[src/rtl/wb_ctrl.sv]
// wb_ctrl: MIPS writeback controller with load wait, pending-load scoreboard and optional forwarding (WB_FWD_EN)
module wb_ctrl #(
  parameter int DW = 32,
  parameter int AW = 5,
  parameter int LOAD_TIMEOUT = 15
) (
  input  logic          CLK,
  input  logic          RST_N,
  input  logic          In_valid,
  output logic          In_ready,
  input  logic [5:0]    In_op,
  input  logic [5:0]    In_funct,
  input  logic [AW-1:0] In_rt,
  input  logic [AW-1:0] In_rd,
  input  logic [DW-1:0] In_result,
  input  logic          Mem_rvalid,
  input  logic [DW-1:0] Mem_rdata,
  output logic          We,
  output logic [AW-1:0] Waddr,
  output logic [DW-1:0] Wdata,
  output logic [31:0]   Busy,
  output logic          Retired,
  output logic          Timeout
`ifdef WB_FWD_EN
  ,
  input  logic [AW-1:0] Rd_addr1,
  input  logic [AW-1:0] Rd_addr2,
  output logic          Fwd_hit1,
  output logic          Fwd_hit2,
  output logic [DW-1:0] Fwd_data1,
  output logic [DW-1:0] Fwd_data2
`endif
);
  localparam int CW = $clog2(LOAD_TIMEOUT + 1);
  localparam logic [5:0] R_FORM = 6'h00, JAL = 6'h03, ADDI = 6'h08, ADDIU = 6'h09,
                         SLTI = 6'h0A, SLTIU = 6'h0B, ANDI = 6'h0C, ORI = 6'h0D,
                         XORI = 6'h0E, LW = 6'h23;
  localparam logic [5:0] F_SLL = 6'h00, F_SRL = 6'h02, F_SRA = 6'h03, F_SLLV = 6'h04,
                         F_SRLV = 6'h06, F_SRAV = 6'h07, F_JALR = 6'h09, F_ADD = 6'h20,
                         F_ADDU = 6'h21, F_SUB = 6'h22, F_SUBU = 6'h23, F_AND = 6'h24,
                         F_OR = 6'h25, F_XOR = 6'h26, F_NOR = 6'h27, F_SLT = 6'h2A,
                         F_SLTU = 6'h2B;
  typedef enum logic [1:0] {IDLE, WAIT_LOAD, ERR} state_t;
  state_t state, state_n;
  logic [CW-1:0] cnt, cnt_n;
  logic [AW-1:0] ld_dest, ld_dest_n, dest, waddr_n;
  logic [DW-1:0] wdata_n;
  logic [31:0] busy_n;
  logic we_n, ret_n, to_n, wq, rf_ok, xfer, is_lw;
  assign In_ready = state == IDLE;
  assign xfer = In_valid && In_ready;
  assign is_lw = In_op == LW;
  assign rf_ok = In_funct inside {F_ADD, F_ADDU, F_SUB, F_SUBU, F_AND, F_OR, F_XOR, F_NOR,
                                  F_SLT, F_SLTU, F_SLL, F_SRL, F_SRA, F_SLLV, F_SRLV, F_SRAV, F_JALR};
  assign wq = (In_op == R_FORM) ? rf_ok : In_op inside {ADDI, ADDIU, SLTI, SLTIU, ANDI, ORI, XORI, JAL, LW};
  assign dest = (In_op == R_FORM) ? In_rd : (In_op == JAL) ? AW'(31) : In_rt;
`ifdef WB_FWD_EN
  assign Fwd_hit1 = We && Waddr == Rd_addr1 && Waddr != '0;
  assign Fwd_hit2 = We && Waddr == Rd_addr2 && Waddr != '0;
  assign Fwd_data1 = Fwd_hit1 ? Wdata : '0;
  assign Fwd_data2 = Fwd_hit2 ? Wdata : '0;
`endif
  // Next-state and next registered-output values; loads park in WAIT_LOAD until data or timeout
  always_comb begin
    state_n = state;
    cnt_n = cnt;
    ld_dest_n = ld_dest;
    we_n = 1'b0;
    ret_n = 1'b0;
    waddr_n = Waddr;
    wdata_n = Wdata;
    busy_n = Busy;
    to_n = Timeout;
    case (state)
      IDLE: begin
        if (xfer && is_lw) begin
          state_n = WAIT_LOAD;
          ld_dest_n = dest;
          cnt_n = '0;
          busy_n = Busy | ((dest != '0) ? (32'd1 << dest) : 32'd0);
        end else if (xfer) begin
          we_n = wq && dest != '0;
          waddr_n = dest;
          wdata_n = In_result;
          ret_n = 1'b1;
        end
      end
      WAIT_LOAD: begin
        if (Mem_rvalid) begin
          state_n = IDLE;
          we_n = ld_dest != '0;
          waddr_n = ld_dest;
          wdata_n = Mem_rdata;
          busy_n = Busy & ~(32'd1 << ld_dest);
          ret_n = 1'b1;
        end else if (cnt == CW'(LOAD_TIMEOUT - 1)) begin
          state_n = ERR;
          cnt_n = CW'(LOAD_TIMEOUT);
          to_n = 1'b1;
        end else begin
          cnt_n = cnt + 1'b1;
        end
      end
      default: ;
    endcase
  end
  // State and registered outputs; reset abandons any pending load
  always_ff @(posedge CLK) begin
    if (!RST_N) begin
      state <= IDLE;
      cnt <= '0;
      ld_dest <= '0;
      We <= 1'b0;
      Waddr <= '0;
      Wdata <= '0;
      Busy <= '0;
      Retired <= 1'b0;
      Timeout <= 1'b0;
    end else begin
      state <= state_n;
      cnt <= cnt_n;
      ld_dest <= ld_dest_n;
      We <= we_n;
      Waddr <= waddr_n;
      Wdata <= wdata_n;
      Busy <= busy_n;
      Retired <= ret_n;
      Timeout <= to_n;
    end
  end
endmodule

[config.mk]
export PLATFORM = sky130hd
export DESIGN_NAME = wb_ctrl
export DESIGN_NICKNAME = d
export VERILOG_FILES = /design/src/rtl/wb_ctrl.sv
export SDC_FILE = /design/constraint.sdc
export NUM_CORES = 1
export LEC_CHECK = 0
export ABC_AREA = 1
export BUFFER_PORTS_ARGS = -buffer_cell sky130_fd_sc_hd__buf_4
export CORE_MARGIN = 2
export CORE_UTILIZATION = 46
export CTS_BUF_LIST = sky130_fd_sc_hd__clkbuf_4 sky130_fd_sc_hd__clkbuf_8
export DETAILED_ROUTE_END_ITERATION = 10
export GPL_TIMING_DRIVEN = 1
export PLACE_DENSITY = 0.89
export SYNTH_ARGS = -nofsm -noshare
export SYNTH_HDL_FRONTEND = slang
export SYNTH_SLANG_ARGS = --single-unit
[constraint.sdc]
create_clock -name CLK -period 1.48 [get_ports CLK]
set_clock_uncertainty 0.1 [all_clocks]
set_input_delay 0.222 -clock CLK [delete_from_list [all_inputs] [get_ports CLK]]
set_output_delay 0.222 -clock CLK [all_outputs]
set_load 0.02 [all_outputs]
# == Word level (Yosys, flattened, before mapping) ==
# Index checks and enable logic that the tools add are counted.
# word_totals
register_bits,83
output_inout_bits,73
wordCells,97
# classes
addsub,1
n_eq_ne,33
shifts,2
muxes,31
bitwise_logic,4
reduce_logical,17
# op_table
operator,n
two-way mux 32 bit,6
one-hot mux 32 bit (2 select lines),2
equality test 6 bit (second input constant),11
<< shifter 1 x 5 -> 32 bit (first input constant),2
equality test 6 x 4 -> 1 bit (second input constant),8
AND 32 bit,1
NOT 32 bit,1
OR 32 bit,1
two-way mux 5 bit,5
equality test 6 x 2 -> 1 bit (second input constant),3
equality test 6 x 3 -> 1 bit (second input constant),3
nonzero test 17 bit,1
zero test 6 bit,2
two-way mux 4 bit,3
AND reduction 3 bit,4
one-hot mux 5 bit (2 select lines),1
nonzero test 5 bit,2
nonzero test 9 bit,1
one-hot mux 4 bit (2 select lines),1
two-way mux 1 bit,7
two-way mux 2 bit,3
!= test 2 bit (second input constant),3
adder 4 x 1 -> 4 bit (second input constant),1
equality test 4 bit (second input constant),1
11 further kinds,15

# == Logic depth before layout (Yosys ltp) ==
# depth
ltp_word,8
ltp_mapped,11
mapped_depth_nobuf,11

# == Worst setup path after synthesis ==
# Ideal clock, no wire load.
# synth_timing
path_kind,reg2reg
startpoint,register state[0]
endpoint,register Wdata[0]
arrival_ns,1.319
path_slack_ns,-0.064
stages_incl_launch_ff,10
path_buffers,2
path_cell_list,dfxtp_1 -> inv_2 -> nor2_4 -> inv_2 -> nor2_4 -> inv_2 -> nand2_1 -> buf_2 -> buf_2 -> a31oi_1
# synth_via
elab_chain_cells,5
# synth_rtl
element,line,rtl
start: declaration,44,"state_t state, state_n;"
start signal: assignment,120,state <= state_n;
zero test 2 bit,"50, 74",
logical AND 1 bit,51,assign xfer = In_valid && In_ready;
logical AND 1 bit,76,if (xfer && is_lw) begin
!= test 2 bit (no line),--,
AND reduction 4 bit (no line),--,
end signal: assignment,125,Wdata <= wdata_n;
end: declaration,20,"output logic [DW-1:0] Wdata,"
# Several ways; a longest one is shown, not always the timed one.
# A chain may end at the register's enable or synchronous reset.

# == Worst setup path in the final report ==
# layout_timing
startpoint,register state[0]
endpoint,register Busy[16]
# layout_via
elab_chain_cells,5
# layout_rtl
element,line,rtl
zero test 2 bit,"50, 74",
logical AND 1 bit,51,
logical AND 1 bit,76,
!= test 2 x 1 -> 1 bit (no line),--,
AND reduction 3 bit (no line),--,
end signal: assignment,126,Busy <= busy_n;
end: declaration,21,"output logic [31:0] Busy,"
# Several ways; a longest one is shown, not always the timed one.

==> results.json <==
{
  "met1Wirelength_um": 5560,
  "final_area_mm2": 0.006574,
  "setup.worst_path.end_class": "register",
  "synthesis.nets": 718,
  "clkSinkCount": 83,
  "synth.top_cell.area_share_pct": 38.56,
  "slew_violations": 0,
  "fin_cells": 928,
  "grt_pass1_wl_um": 22600,
  "ant_nets": 0,
  "vdd_drop_max_uv": 557.5,
  "wl_per_cell_um": 16.31,
  "slew_headroom_pct": 72.21,
  "clk_pin_slew_ps": 100,
  "worstHoldStart": "In_result[21]",
  "place.gp.congestion": 1.003,
  "nFillCells": 646,
  "synthTopCellsByArea": "dfxtp_1, nand2_1, a21oi_1",
  "dieArea_mm2": 0.01016,
  "syn_area_mm2": 0.004309,
  "ys_seq_area_share_pct": 38.56,
  "path_buf_inv": 4,
  "die_w_um": 100.8,
  "detail_route.iter0.violations": 406,
  "row_count": 35,
  "fmax_mhz": 615.2,
  "power.leakage_uw": 0.002931,
  "rr_worst_depth": 10,
  "start_kind": "register",
  "violations": "setup timing",
  "synth_cells": 626,
  "path_max_fanout": 8,
  "post-route-period-util_pct": 109.8,
  "r2r_slack_ps": -150,
  "nets": 904,
  "maxCapViolations": 0,
  "cp.required_ps": 1680,
  "hold_slack_ps": 15.53,
  "grt_pass1_vias": 4979,
  "grt_usage_pct": 27.65,
  "antenna_cells": 0,
  "routed.top_layer": "met4",
  "drt-total-wl_um": 15130,
  "synth.distinct_cells": 39,
  "arrival_ps": 1820,
  "status": "finished, violations left",
  "clk_latency_ps": 360,
  "die_h_um": 100.8,
  "finalCriticalPeriod_ps": 1625,
  "route.detailed.drc": 0,
  "cts_buffers": 9,
  "dr.pass1.iters": 9,
  "grt_max_degree": 41,
  "cts_buffer_depth": 2,
  "min_path_type": "input pin to register",
  "reg2reg_to": "Busy[16]",
  "clockRootBuffer": "clkbuf_8",
  "start_util_pct": 47.08,
  "holdPathStages": 3,
  "crit_chain": "inv_4 > nor2_4 > inv_2 > nor2_4 > inv_4 > nand2_8 > inv_8 > nor2_4 > a21oi_1 > nor2_1",
  "area_growth_pct": 52.56,
  "grt-ovfl-total": 0,
  "hold_violations": 0,
  "viasPerCell": 5.677,
  "routed-wl-met3_um": 1438,
  "ys_ff_latch": 83,
  "core_area_mm2": 0.009153,
  "placed_area_mm2": 0.005872,
  "crit_type": "register to register",
  "p_per_area_mw_per_mm2": 816.1,
  "crit_top_cell": "nor2_4",
  "crit_family": "simple AND/OR/NAND/NOR gates",
  "slowest_delay_ps": 370,
  "setup_viol": 61,
  "slowest_stage": "dfxtp_2",
  "p_total_uw": 5365,
  "ys.warnings.count": 0,
  "worstMarginPinSlew_ps": 416.9,
  "yosysTopAreaCell": "dfxtp_1",
  "setup_slack_ps": -145.4,
  "syn_area_per_cell_um2": 6.884,
  "utilization_pct": 71.83,
  "holdPathEnd": "Wdata[21]",
  "place_inst": 901,
  "h-tree-depth": 3,
  "drive_gt1_share_pct": 38.68,
  "wl_met2_um": 7512,
  "antenna_found_initial": 0,
  "vias": 5268,
  "postCtsHoldBufs": 0,
  "ioPinCount": 163,
  "cts_tree": "done",
  "io_buffer_count": 162,
  "dp_hpwl_um": 9978,
  "rr_startpoint": "state[0]",
  "grt_setup_unrepaired": "true"
}
==> worst reg2reg max path: stages, from the launching register on <==
cell and delay, ps:
dfxtp_2 370, inv_4 50, nor2_4 90, inv_2 60, nor2_4 110, inv_4 70
nand2_8 110, inv_8 60, nor2_4 270, a21oi_1 140, nor2_1 120
==> power by group <==
part           internal (uW)  switching, uW  leakage, uW
Clock                   1220            904     0.000130
Combinational            419            464      0.00212
Sequential              2310           43.2     0.000681
==> synth_stat cells <==
master	number
inv_1	55
a211oi_1	1
nor3_2	1
a311oi_1	7
o221ai_1	1
buf_6	1
a31oi_1	25
inv_4	2
nor2_1	50
nor3_4	2
o311a_1	1
o21ai_2	2
a21boi_0	3
buf_4	1
nor3_1	3
nand4_1	13
o211ai_1	1
nand2_4	2
nand3_1	30
inv_2	8
ha_1	2
o21ai_0	69
nor2_2	2
a21oi_1	76
clkbuf_1	24
nand3_4	1
nand2_1	126
nor2_8	1
dfxtp_1	83
nand2_2	3
nor2_4	6
nand3_2	2
nand3b_1	2
buf_1	1
o211a_1	1
o21ai_1	1
clkinv_1	3
buf_2	13
xor2_1	1
==> per-stage QoR <==
stage          setup WS, ps  TNS, ps
6_report             -145.4    -3346
5_1_grt              -215.7    -9331
4_1_cts              -65.76    -1158
3_5_place_dp         -350.8   -14170
3_3_place_gp         -233.0    -7918
2_1_floorplan        -30.59   -127.0
==> area by class of cell <==
class                      instances  area, um^2  area share, %
timing repair buffer             214        1773          26.97
sequential                        83        1669          25.39
tap                              111       138.9          2.113
multi-input combinational        436        2464          37.48
clock inverter                     5       107.6          1.637
inverter                          68       270.3          4.111
clock buffer                      11       151.4          2.303
==> state kept, by name, summed over array words and instances (netlist names) <==
register / flops
Retired: 1
cnt: 4
Wdata: 32
Waddr: 5
state: 2
ld_dest: 5
Timeout: 1
Busy: 32
We: 1
==> placed cells by master (no fill, tap or decap), types with 13 or more instances in the layout <==
master / n
o21ai_0: 57
nand2_1: 120
nor2_1: 42
a21oi_2: 20
buf_4: 201
nand3_1: 24
inv_1: 53
nand4_1: 13
a21oi_1: 56
dfxtp_1: 79
a31oi_1: 25
==> kinds of logic (layout without fill, tap and decap cells) <==
kind of cell / Yosys count / after routing / share of synthesized area, %
simple gates: 244 / 245 / 26.54
compound gates: 188 / 188 / 23.95
buf+inv: 108 / 298 / 10.16
flops: 83 / 83 / 38.56
fa+ha+maj: 2 / 2 / 0.5806
xor+xnor: 1 / 1 / 0.2033
==> timing repair <==
item                       4_1_cts  5_1_grt
hold endpoints to repair         0        0
gates resized for setup         22       61
cloned                           2        4
pin swaps                        3       18
buffers inserted                 0        5
setup endpoints to repair       70       74
==> metal layers <==
metal | track usage [%] | vias up
met3 | 5.825 | 76
met1 | 32.01 | 2392
met5 | 0 | -
li1 | - | 2471
met2 | 48.62 | 329
met4 | 12.75 | 0
==> how the worst max path moves through the flow <==
| stage | start | end | slack [ps] | depth (start not counted) |
|---|---|---|---|---|
| 6_report | state[0] | Busy[16] | -150 | 10 |
| 5_1_grt | state[1] | Busy[18] | -220 | 9 |
| 4_1_cts | state[1] | Busy[2] | -70 | 10 |
| 3_5_place_dp | In_op[2] | Busy[5] | -350 | 9 |
| 3_3_place_gp | In_op[2] | Busy[13] | -230 | 9 |
| 2_1_floorplan | state[0] | Busy[13] | -30 | 11 |
(Power assumes the default switching activity.)
